--- config.mk ---
export PLATFORM = sky130hd
export DESIGN_NAME = jtag_host
export DESIGN_NICKNAME = d
export VERILOG_FILES = /design/src/rtl/jtag_host.sv
export SDC_FILE = /design/constraint.sdc
export NUM_CORES = 1
export LEC_CHECK = 0
export ABC_AREA = 0
export CORE_ASPECT_RATIO = 1.25
export CORE_MARGIN = 2
export CORE_UTILIZATION = 68
export DETAILED_ROUTE_END_ITERATION = 7
export DONT_BUFFER_PORTS = 1
export GPL_ROUTABILITY_DRIVEN = 0
export PLACE_DENSITY_LB_ADDON = 0.3
export SYNTH_ARGS = -nofsm -noshare
export SYNTH_HDL_FRONTEND = slang
export SYNTH_SLANG_ARGS = --single-unit
--- constraint.sdc ---
create_clock -name clk -period 4.6 [get_ports clk]
set_input_delay 0.46 -clock clk [delete_from_list [all_inputs] [get_ports clk]]
set_output_delay 0.46 -clock clk [all_outputs]
set_load 0.02 [all_outputs]
--- src/rtl/jtag_host.sv ---
// Bit-level JTAG host: shifts 1..32 TMS/TDI bits LSB first at a TCK derived
// from clk, captures TDO on each falling TCK edge and returns it as a response.
//
// state   | meaning
// --------+-------------------------------------------------------------
// IDLE    | waiting for a command; TCK low, TMS/TDI hold last bit
// LOW     | TCK low; TMS/TDI for the current bit are on the pins
// HIGH    | TCK high; TDO captured when this phase ends (TCK falls)
module jtag_host #(
  parameter int unsigned CLK_DIV = 2
) (
  input  logic        clk,
  input  logic        rst_n,
  input  logic        cmd_valid,
  output logic        cmd_ready,
  input  logic [4:0]  cmd_len,
  input  logic [31:0] cmd_tms,
  input  logic [31:0] cmd_tdi,
  output logic        rsp_valid,
  output logic [31:0] rsp_tdo,
  output logic        busy,
  output logic        jtag_tck,
  output logic        jtag_tms,
  output logic        jtag_tdi,
  input  logic        jtag_tdo
);

  typedef enum logic [1:0] {
    ST_IDLE = 2'd0,
    ST_LOW  = 2'd1,
    ST_HIGH = 2'd2
  } state_t;

  localparam logic [7:0] DIV_M1 = 8'(CLK_DIV - 1);

  state_t      r_state;
  logic [7:0]  r_cnt;
  logic [4:0]  r_idx;
  logic [4:0]  r_len;
  logic [31:0] r_tms;
  logic [31:0] r_tdi;
  logic [31:0] r_cap;
  logic        r_tck;
  logic        r_tms_o;
  logic        r_tdi_o;
  logic        r_rsp_valid;
  logic [31:0] r_rsp_tdo;
  logic        r_ready;
  logic        r_busy;

  state_t      w_state_nxt;
  logic [7:0]  w_cnt_nxt;
  logic [4:0]  w_idx_nxt;
  logic [4:0]  w_len_nxt;
  logic [31:0] w_tms_nxt;
  logic [31:0] w_tdi_nxt;
  logic [31:0] w_cap_nxt;
  logic        w_tck_nxt;
  logic        w_tms_o_nxt;
  logic        w_tdi_o_nxt;
  logic        w_rsp_valid_nxt;
  logic [31:0] w_rsp_tdo_nxt;

  logic        w_accept;
  logic        w_half_done;
  logic        w_last_bit;
  logic [4:0]  w_idx_inc;
  logic [31:0] w_cap_upd;

  assign w_accept    = cmd_valid & r_ready;
  assign w_half_done = (r_cnt == DIV_M1);
  assign w_last_bit  = (r_idx == r_len);
  assign w_idx_inc   = (r_idx == 5'd31) ? r_idx : r_idx + 5'd1;
  // capture includes the bit sampled on this falling edge
  assign w_cap_upd   = r_cap | (32'(jtag_tdo) << r_idx);

  always_comb begin
    w_state_nxt     = r_state;
    w_cnt_nxt       = r_cnt;
    w_idx_nxt       = r_idx;
    w_len_nxt       = r_len;
    w_tms_nxt       = r_tms;
    w_tdi_nxt       = r_tdi;
    w_cap_nxt       = r_cap;
    w_tck_nxt       = r_tck;
    w_tms_o_nxt     = r_tms_o;
    w_tdi_o_nxt     = r_tdi_o;
    w_rsp_valid_nxt = 1'b0;
    w_rsp_tdo_nxt   = r_rsp_tdo;

    case (r_state)
      ST_IDLE: begin
        if (w_accept) begin
          w_state_nxt = ST_LOW;
          w_cnt_nxt   = 8'd0;
          w_idx_nxt   = 5'd0;
          w_len_nxt   = cmd_len;
          w_tms_nxt   = cmd_tms;
          w_tdi_nxt   = cmd_tdi;
          w_cap_nxt   = 32'd0;
          w_tms_o_nxt = cmd_tms[0];
          w_tdi_o_nxt = cmd_tdi[0];
        end
      end
      ST_LOW: begin
        if (w_half_done) begin
          w_state_nxt = ST_HIGH;
          w_tck_nxt   = 1'b1;
          w_cnt_nxt   = 8'd0;
        end else begin
          w_cnt_nxt = r_cnt + 8'd1;
        end
      end
      ST_HIGH: begin
        if (w_half_done) begin
          w_tck_nxt = 1'b0;
          w_cnt_nxt = 8'd0;
          w_cap_nxt = w_cap_upd;
          if (w_last_bit) begin
            w_state_nxt     = ST_IDLE;
            w_rsp_valid_nxt = 1'b1;
            w_rsp_tdo_nxt   = w_cap_upd;
          end else begin
            w_state_nxt = ST_LOW;
            w_idx_nxt   = w_idx_inc;
            w_tms_o_nxt = r_tms[w_idx_inc];
            w_tdi_o_nxt = r_tdi[w_idx_inc];
          end
        end else begin
          w_cnt_nxt = r_cnt + 8'd1;
        end
      end
      default: begin
        w_state_nxt = ST_IDLE;
        w_tck_nxt   = 1'b0;
      end
    endcase
  end

  always_ff @(posedge clk) begin
    if (!rst_n) begin
      r_state     <= ST_IDLE;
      r_cnt       <= 8'd0;
      r_idx       <= 5'd0;
      r_len       <= 5'd0;
      r_tms       <= 32'd0;
      r_tdi       <= 32'd0;
      r_cap       <= 32'd0;
      r_tck       <= 1'b0;
      r_tms_o     <= 1'b1;
      r_tdi_o     <= 1'b0;
      r_rsp_valid <= 1'b0;
      r_rsp_tdo   <= 32'd0;
      r_ready     <= 1'b0;
      r_busy      <= 1'b0;
    end else begin
      r_state     <= w_state_nxt;
      r_cnt       <= w_cnt_nxt;
      r_idx       <= w_idx_nxt;
      r_len       <= w_len_nxt;
      r_tms       <= w_tms_nxt;
      r_tdi       <= w_tdi_nxt;
      r_cap       <= w_cap_nxt;
      r_tck       <= w_tck_nxt;
      r_tms_o     <= w_tms_o_nxt;
      r_tdi_o     <= w_tdi_o_nxt;
      r_rsp_valid <= w_rsp_valid_nxt;
      r_rsp_tdo   <= w_rsp_tdo_nxt;
      r_ready     <= (w_state_nxt == ST_IDLE);
      r_busy      <= (w_state_nxt != ST_IDLE);
    end
  end

  assign cmd_ready = r_ready;
  assign rsp_valid = r_rsp_valid;
  assign rsp_tdo   = r_rsp_tdo;
  assign busy      = r_busy;
  assign jtag_tck  = r_tck;
  assign jtag_tms  = r_tms_o;
  assign jtag_tdi  = r_tdi_o;

endmodule

==> results by stage, run 1 <==
Final layout:
- The leading cell type in the layout, fill and taps excluded is sky130_fd_sc_hd__nand2_1.
- The post-route netlist has 6.27% of its cells at a drive strength greater than 1.
- The final layout contains 864 nets.
- The final design utilization is 76.4%.
- The final non-filler cell total is 920.
- The repair_antennas step left the layout with diodes totalling 0.
- In the layout the commonest cells are sky130_fd_sc_hd__nand2_1, sky130_fd_sc_hd__dfxtp_1, sky130_fd_sc_hd__a21oi_1, sky130_fd_sc_hd__nor2_1, sky130_fd_sc_hd__a22oi_1.
- The growth of design area from synthesis to finish is 8.42%.

Clock tree:
- CTS built an H-tree with a depth of 4.
- The cell at the root of the clock tree is sky130_fd_sc_hd__clkbuf_16.
- The clock latency of the later-clocked register in the worst-skew pair is 0.42 ns.
- The clock net sink count is 154.
- After clock tree synthesis, the repair step resized 0 gates.
- The clock buffer count from CTS is 17.
- The hold-fix buffer count after cts is 0.
- TritonCTS built the clock tree.
- The clock passes through at most 2 buffers.
- The number of setup buffers added after CTS is 0.
- After clock tree synthesis, the clock-pin slew on the worst setup and hold paths is 0.07 ns.

STA:
- The time the worst path needs with I/O delays and setup is 3.21 ns.
- The worst relative slew slack is 17.7%.
- The number of hold violations in the final report was 0.
- The transition time of the tightest slew-check pin is 1.23 ns.
- Based on the critical path, the design can be clocked at up to 0.312 GHz.
- Setup violations remaining at the end of the flow were counted as 0.
- Setup repair after global routing left no endpoint under its margin.
- The final critical path takes up 69.7% of the cycle.
- The worst setup skew after layout is 0.00780 ns.
- The max-slew violation total from the final report came to 0.
- Adding up every negative setup slack in the final design gives 0 ns.

Worst setup path:
- The most frequent cell on the critical path is sky130_fd_sc_hd__a31oi_1.
- The delay of the slowest cell on the worst path is 0.73 ns.
- The type of the setup path with the least slack is reg2reg.
- Walking the worst path, the cells encountered are ha_1 > nand4_4 > xor2_2 > buf_4 > mux2i_1 > a32oi_1 > and3_1 > a31oi_1 > a31oi_1.
- Data on the critical path arrives at its endpoint at 3.50 ns.
- The worst setup path is launched from a register.
- The highest net fanout along the worst path is 20.
- The required time of the worst setup path is 4.89 ns.
- The slowest stage of the critical path belongs to the cell sky130_fd_sc_hd__dfxtp_1.
- The worst setup path is captured at a register.

Power:
- The largest voltage drop on the vdd net is 0.302 mV.
- The proportion of power drawn by the clock network is 43.6%.
- The design internal power is 2.29 mW.
- The leakage power of the design is 2.42 nW.
- Combinational logic is responsible for 9.3% of the overall power.
- The analysis attributes to net switching a power of 0.820 mW.
- Net switching is 26.4% of the power.
- In this run the power density over the cells is 442 nW/um^2.
- The part of the power in registers is 47.1%.

Die:
- The die is 91.4 um wide.
- The placeable core region is 9220 sq um.
- In this run the vertical extent of the chip is 113 um.
- The die outline area is 10,400 sq um.
- 111 I/O pins were placed.
- The starting utilization of the core area is 70.5%.
- The total number of placement rows is 39.

Routing:
- The count of nets left with antenna violations after detail routing is 0.
- The initial DRC count is 458.
- Wires add up to 15,400 um.
- The remaining design rule violation count is 0.
- Before antenna repair, the detailed router went through 5 iterations.
- The routed via count is 5,683.
- The wire length per cell after detailed routing is 16.7 um.
- The via density per instance is 6.18.

Logic synthesis:
- The post-synthesis adder-cell area fraction is 1.35%.
- The share of synthesized cell area in and, or, nand and nor gates is 22.9%.
- The post-synthesis area per instance is 7.96 sq um.
- The cell count after synthesis is 816.
- The number of warning messages in the yosys log is 0.
- The compound-cell area share of the yosys netlist is 20.4%.
- The number of synthesized flops with an enable pin is 0.
- For this run, the leading register cell type out of synthesis is sky130_fd_sc_hd__dfxtp_1.
- Synthesis produced a netlist with a net count of 896.
- The synthesized netlist devotes 2.29% of its cell area to XOR and XNOR gates.
- The post-synthesis mux area share is 1.44%.
- The flop and latch count out of synthesis is 154.
- In the synthesized netlist the async set-or-reset flop fraction comes to 0%.
- After synthesis the cells add up to 6500 sq um.
- The number of distinct library cells after synthesis is 50.
- The combinational family with the most area after synthesis is simple AND/OR/NAND/NOR gates.
- The part of the Yosys area used for sequential elements is 47.4%.

Global route:
- The pin count of the biggest net entering global routing is 108.
- The number of antenna violations at the first check in global routing is 0.
- The number of global-route vias before repair came to 5,364.
- Global routing consumed, over all layers together, 30.2% of the routing resources.
- The remaining global-route overflow is 0.
- The first global-routing pass estimated 25,000 um of wire.

Run:
- Max-cap violations in this run came to 0.

Place:
- The number of cells in the design after placement is 888.
- Detailed placement finished with a half-perimeter wire length of 10,300 um.
- The number of port buffers is 0.

Worst hold path:
- The classification of the worst-slack hold path is in2reg.

Run status:
- The run finished with clean final reports.
metal layers:
metal  vias up  GRT usage (%)  wire, um
met5         -              0         0
met4         0           14.2       449
met3        43           8.06      1150
met2       288           52.1      7830
met1      2607           34.7      5970
li1       2745              -         -
kinds of logic after synthesis:
| family | after synthesis |
|---|---|
| buffers and inverters | 64 |
| multiplexers | 8 |
| AND/OR/NAND/NOR | 354 |
| AO/OA/AOI/OAI | 215 |
| adder cells (fa/ha/maj) | 7 |
| flip-flops | 154 |
| XOR/XNOR | 14 |
per-stage QoR:
| stage | hold WS [ns] | power (mW) | area [sq um] | setup slack, ns |
|---|---|---|---|---|
| 2_1_floorplan | 0.433 | 1.71 | 6500 | 2.54 |
| 3_3_place_gp | 0.442 | 1.76 | 6460 | 1.70 |
| 3_5_place_dp | 0.447 | 1.78 | 6460 | 1.55 |
| 4_1_cts | 0.157 | 3.11 | 7040 | 1.47 |
| 5_1_grt | 0.162 | 3.22 | 7040 | 1.25 |
| 6_report | 0.167 | 3.11 | 7040 | 1.39 |
final cells by class:
class	count	area [sq um]
clock buffers	21	470
clock inverters	11	111
fillers	674	2180
inverters	9	36.3
multi-input cells	598	3160
flip-flops and latches	154	3080
well taps	123	154
repair buffers	4	30.0
state kept, by name, indices dropped and copies added (netlist names):
name and cells:
rsp_valid 1, r_cap 32, jtag_tck 1, jtag_tms 1, busy 1, cmd_ready 1
r_idx 5, r_state 2, r_cnt 8, jtag_tdi 1, r_len 5, rsp_tdo 32
r_tdi 32, r_tms 32
power groups by stage:
stage / clock network (mW) / logic (mW) / registers (mW)
final: 1.36 / 0.289 / 1.47
after global routing: 1.42 / 0.328 / 1.47
after CTS: 1.36 / 0.286 / 1.46
after detailed placement: 0 / 0.284 / 1.49
after global placement: 0 / 0.270 / 1.49
after floorplan: 0 / 0.236 / 1.47
synth_stat cells, types with 2 or more instances:
| master | count | share of area (%) |
|---|---|---|
| sky130_fd_sc_hd__nand2_1 | 204 | 12 |
| sky130_fd_sc_hd__dfxtp_1 | 154 | 47 |
| sky130_fd_sc_hd__a21oi_1 | 112 | 8.6 |
| sky130_fd_sc_hd__nor2_1 | 92 | 5.3 |
| sky130_fd_sc_hd__clkbuf_1 | 39 | 2.3 |
| sky130_fd_sc_hd__a22oi_1 | 34 | 3.9 |
| sky130_fd_sc_hd__a211oi_1 | 33 | 3.8 |
| sky130_fd_sc_hd__nand3_1 | 17 | 1.3 |
| sky130_fd_sc_hd__xor2_1 | 10 | 1.3 |
| sky130_fd_sc_hd__a31oi_1 | 9 | 0.87 |
| sky130_fd_sc_hd__buf_2 | 9 | 0.69 |
| sky130_fd_sc_hd__inv_1 | 8 | 0.46 |
| sky130_fd_sc_hd__and2_1 | 7 | 0.67 |
| sky130_fd_sc_hd__ha_1 | 7 | 1.3 |
| sky130_fd_sc_hd__nand2b_1 | 7 | 0.67 |
| sky130_fd_sc_hd__a32oi_1 | 6 | 0.81 |
| sky130_fd_sc_hd__mux2i_1 | 6 | 0.92 |
| sky130_fd_sc_hd__o21ai_0 | 6 | 0.46 |
| sky130_fd_sc_hd__nand4_1 | 5 | 0.48 |
| sky130_fd_sc_hd__nor3_1 | 5 | 0.39 |
| sky130_fd_sc_hd__and3_1 | 4 | 0.39 |
| sky130_fd_sc_hd__buf_4 | 4 | 0.46 |
| sky130_fd_sc_hd__nor2b_1 | 4 | 0.39 |
| sky130_fd_sc_hd__a311oi_1 | 3 | 0.40 |
| sky130_fd_sc_hd__buf_1 | 3 | 0.17 |
| sky130_fd_sc_hd__nor3_2 | 2 | 0.31 |
| sky130_fd_sc_hd__o21ai_1 | 2 | 0.15 |
| sky130_fd_sc_hd__xnor2_1 | 2 | 0.27 |
worst paths after layout:
path | start | end | slack, ns | depth (start not counted)
min reg2reg | r_tms[17]$_SDFFE_PN0P_ | r_tms[17]$_SDFFE_PN0P_ | 0.46 | 2
min | rst_n | r_state[0]$_SDFF_PN0_ | 0.17 | 1
max | r_idx[0]$_SDFFE_PN0P_ | jtag_tdi$_SDFFE_PN0P_ | 1.39 | 9
max reg2reg | r_idx[0]$_SDFFE_PN0P_ | jtag_tdi$_SDFFE_PN0P_ | 1.39 | 9
worst max-delay path: cells and delay by family, from the launching register on:
family | cells | cell delay [ns]
flip-flops | 1 | 0.73
buffers and inverters | 1 | 0.35
XOR/XNOR | 1 | 0.52
adder cells (fa/ha/maj) | 1 | 0.42
AO/OA/AOI/OAI | 3 | 0.36
AND/OR/NAND/NOR | 2 | 0.44
multiplexers | 1 | 0.25
Note: power is estimated with default switching activity, not from simulation.
==> run 2, diff against run 1 <==
--- a/config.mk
+++ b/config.mk
@@ -8,7 +8,7 @@
 export ABC_AREA = 0
 export CORE_ASPECT_RATIO = 1.25
 export CORE_MARGIN = 2
-export CORE_UTILIZATION = 68
+export CORE_UTILIZATION = 63
 export DETAILED_ROUTE_END_ITERATION = 7
 export DONT_BUFFER_PORTS = 1
 export GPL_ROUTABILITY_DRIVEN = 0
==> constraint.sdc (replaced) <==
create_clock -name clk -period 3.33 [get_ports clk]
set_input_delay 0.333 -clock clk [delete_from_list [all_inputs] [get_ports clk]]
set_output_delay 0.333 -clock clk [all_outputs]
set_load 0.02 [all_outputs]
==> run 2 against run 1 <==
Compared with the run above: die area increased by 7.6%; clock skew up 0.00093 ns; clock power up 49%; fmax rose by 8.8%; cell count increased by 1.1%; final area is 1.3% higher; sequential power rose by 38%; first-iteration DRC count fell by 23%; critical path type unchanged; critical endpoint unchanged; largest cell class unchanged; largest power group unchanged.
==> results by stage, run 2 (synthesis gave the netlist of run 1 again) <==
Routing:
- The wire length per cell after detailed routing was 16.9 um (was 16.7 um).
- The count of nets left with antenna violations after detail routing is 0 (unchanged).
- The top metal layer carrying routed signals is met4 (unchanged).
- The total met3 wirelength after detailed routing is 1090 um (was 1150 um).
- The total length of routed wires was 15,700 um (was 15,400 um).
- The amount of wire on met2 after detailed routing came to 8000 um (was 7830 um).
- The via density per instance is 6.08 (was 6.18).
- The remaining design rule violation count was 0 (unchanged).
- The initial DRC count came to 351 (was 458).
- The number of search-and-repair iterations in the first detailed-routing pass was 5 (unchanged).
- The routed via count is 5,652 (was 5,683).
- The routed metal-1 wirelength is 6140 um (was 5970 um).

STA:
- Setup repair after global routing missed its margin: no (unchanged).
- The count of endpoints failing setup in the final report is 0 (unchanged).
- The max-slew violation total from the final report is 0 (unchanged).
- The worst setup skew after layout was 0.00872 ns (was 0.00780 ns).
- The worst relative slew slack is 30.2% (was 17.7%).
- The maximum operating frequency is 0.339 GHz (was 0.312 GHz).
- The final cycle utilization of the critical path is 88.5% (was 69.7%).
- The worst slack on hold paths was 0.0405 ns (was 0.167 ns).
- The number of hold violations in the final report came to 0 (unchanged).
- The time the worst path needs with I/O delays and setup came to 2.95 ns (was 3.21 ns).
- The transition time of the tightest slew-check pin is 1.04 ns (was 1.23 ns).
- The total negative setup slack is 0 ns (unchanged).

Clock tree:
- The clock buffer count from CTS is 17 (unchanged).
- The count of H-tree levels built during CTS came to 4 (unchanged).
- The CTS tree is done (unchanged).
- The clock latency of the later-clocked register in the worst-skew pair is 0.42 ns (about the same).
- The clock-pin slew on the worst setup and hold paths is 0.06 ns (was 0.07 ns).
- The post-cts sizing count is 0 (unchanged).
- The buffers inserted during post-CTS setup optimization is 0 (unchanged).
- The cell at the root of the clock tree is sky130_fd_sc_hd__clkbuf_16 (unchanged).
- The clock net sink count is 154 (unchanged).
- The number of buffers between clock root and the deepest sink is 2 (unchanged).
- The hold-fix buffer count after cts is 0 (unchanged).

Final layout:
- The number of antenna repair diodes is 0 (unchanged).
- The filler cell count in the final layout is 783 (was 674).
- The area occupied by multi-input gates is 3160 sq um (unchanged).
- The leading cell type in the layout, fill and taps excluded was sky130_fd_sc_hd__nand2_1 (unchanged).
- Highest-count cells in the layout ignoring fill and taps: sky130_fd_sc_hd__nand2_1, sky130_fd_sc_hd__dfxtp_1, sky130_fd_sc_hd__a21oi_1, sky130_fd_sc_hd__nor2_1, sky130_fd_sc_hd__a22oi_1 (unchanged).
- The final non-filler cell total is 930 (was 920).
- The fraction of final layout cells sized beyond drive strength 1 is 6.74% (was 6.27%).
- The final design utilization is 71.0% (was 76.4%).
- The register cell area after layout was 3080 sq um (unchanged).
- The number of nets at the end of the flow is 869 (was 864).
- The growth of design area from synthesis to finish is 9.80% (was 8.42%).

Worst setup path:
- The critical path data arrival time is 3.23 ns (was 3.50 ns).
- The endpoint class of the critical path was a register (unchanged).
- The type of the setup path with the least slack is reg2reg (unchanged).
- The highest net fanout along the worst path is 12 (was 20).
- The critical path startpoint category is a register (unchanged).
- The required time of the worst setup path is 3.62 ns (was 4.89 ns).

Die:
- The placeable core region is 10,100 sq um (was 9220 sq um).
- The total number of placement rows was 41 (was 39).
- The die outline area is 11,100 sq um (was 10,400 sq um).
- The floorplan die height came to 118 um (was 113 um).
- The die boundary width came to 94.8 um (was 91.4 um).
- The total I/O pin count came to 111 (unchanged).
- The starting utilization of the core area is 64.6% (was 70.5%).

Run:
- The number of maximum-capacitance constraint violations is 0 (unchanged).

Place:
- The number of cells in the design after placement came to 899 (was 888).
- The number of port buffers is 0 (unchanged).
- The placed wire-length estimate came to 10,800 um (was 10,300 um).

Worst hold path:
- The classification of the worst-slack hold path is in2reg (unchanged).

Global route:
- The global router's overall resource usage is 28.4% (was 30.2%).
- The pin count of the biggest net entering global routing is 85 (was 108).
- The remaining global-route overflow is 0 (unchanged).
- The number of antenna violations at the first check in global routing was 0 (unchanged).
- The number of global-route vias before repair was 5,204 (was 5,364).
- The global-route wire length before repair came to 25,000 um (about the same).

Power:
- The leakage power of the design is 2.46 nW (was 2.42 nW).
- The power density relative to cell area is 626 nW/um^2 (was 442 nW/um^2).
- The largest voltage drop on the vdd net is 0.532 mV (was 0.302 mV).

Run status:
- Result of the run: finished clean (unchanged).
==> run 2: worst paths after layout <==
path                              start               endpoint  slack [ns]  depth (start not counted)
setup reg to reg  r_idx[0]$_SDFFE_PN0P_  jtag_tdi$_SDFFE_PN0P_        0.38                          8
setup / recovery  r_idx[0]$_SDFFE_PN0P_  jtag_tdi$_SDFFE_PN0P_        0.38                          8
hold reg to reg   r_tdi[7]$_SDFFE_PN0P_  r_tdi[7]$_SDFFE_PN0P_        0.46                          2
hold / removal               cmd_tms[1]  r_tms[1]$_SDFFE_PN0P_        0.04                          2
==> run 2: area by class of cell <==
type | instances | area share [%]
multi-input cells | 598 | 44.3
clock buffers | 20 | 6.40
flip-flops and latches | 154 | 43.2
clock inverters | 11 | 2.39
well taps | 129 | 2.26
inverters | 9 | 0.509
repair buffers | 9 | 0.947
==> run 2: critical path, cell delays in order (launching register included) <==
cell	delay, ns
sky130_fd_sc_hd__dfxtp_1	0.70
sky130_fd_sc_hd__ha_1	0.43
sky130_fd_sc_hd__and2_1	0.25
sky130_fd_sc_hd__nand2_1	0.11
sky130_fd_sc_hd__o22ai_1	0.68
sky130_fd_sc_hd__a32oi_1	0.18
sky130_fd_sc_hd__and3_1	0.22
sky130_fd_sc_hd__a31oi_1	0.15
sky130_fd_sc_hd__a31oi_1	0.09
==> run 2: per-layer routing <==
layer | up-vias | global-route usage [%]
met3 | 43 | 5.89
met1 | 2619 | 33.6
met5 | - | 0
met2 | 241 | 47.7
met4 | 0 | 14.5
li1 | 2749 | -
==> run 2: through the flow <==
| stage | worst slack, ns | area (sq um) | total power [mW] |
|---|---|---|---|
| floorplan | 1.27 | 6500 | 2.36 |
| global placement | 0.706 | 6510 | 2.44 |
| detailed placement | 0.541 | 6510 | 2.46 |
| CTS | 0.484 | 7130 | 4.48 |
| global route | 0.269 | 7130 | 4.63 |
| finish | 0.383 | 7130 | 4.47 |
==> run 2: where the power goes <==
| group | switching (mW) | total (mW) | internal [mW] |
|---|---|---|---|
| sequential | 0.0899 | 2.03 | 1.94 |
| combinational | 0.276 | 0.408 | 0.132 |
| clock | 0.744 | 2.03 | 1.29 |
| total | 1.11 | 4.47 | 3.36 |
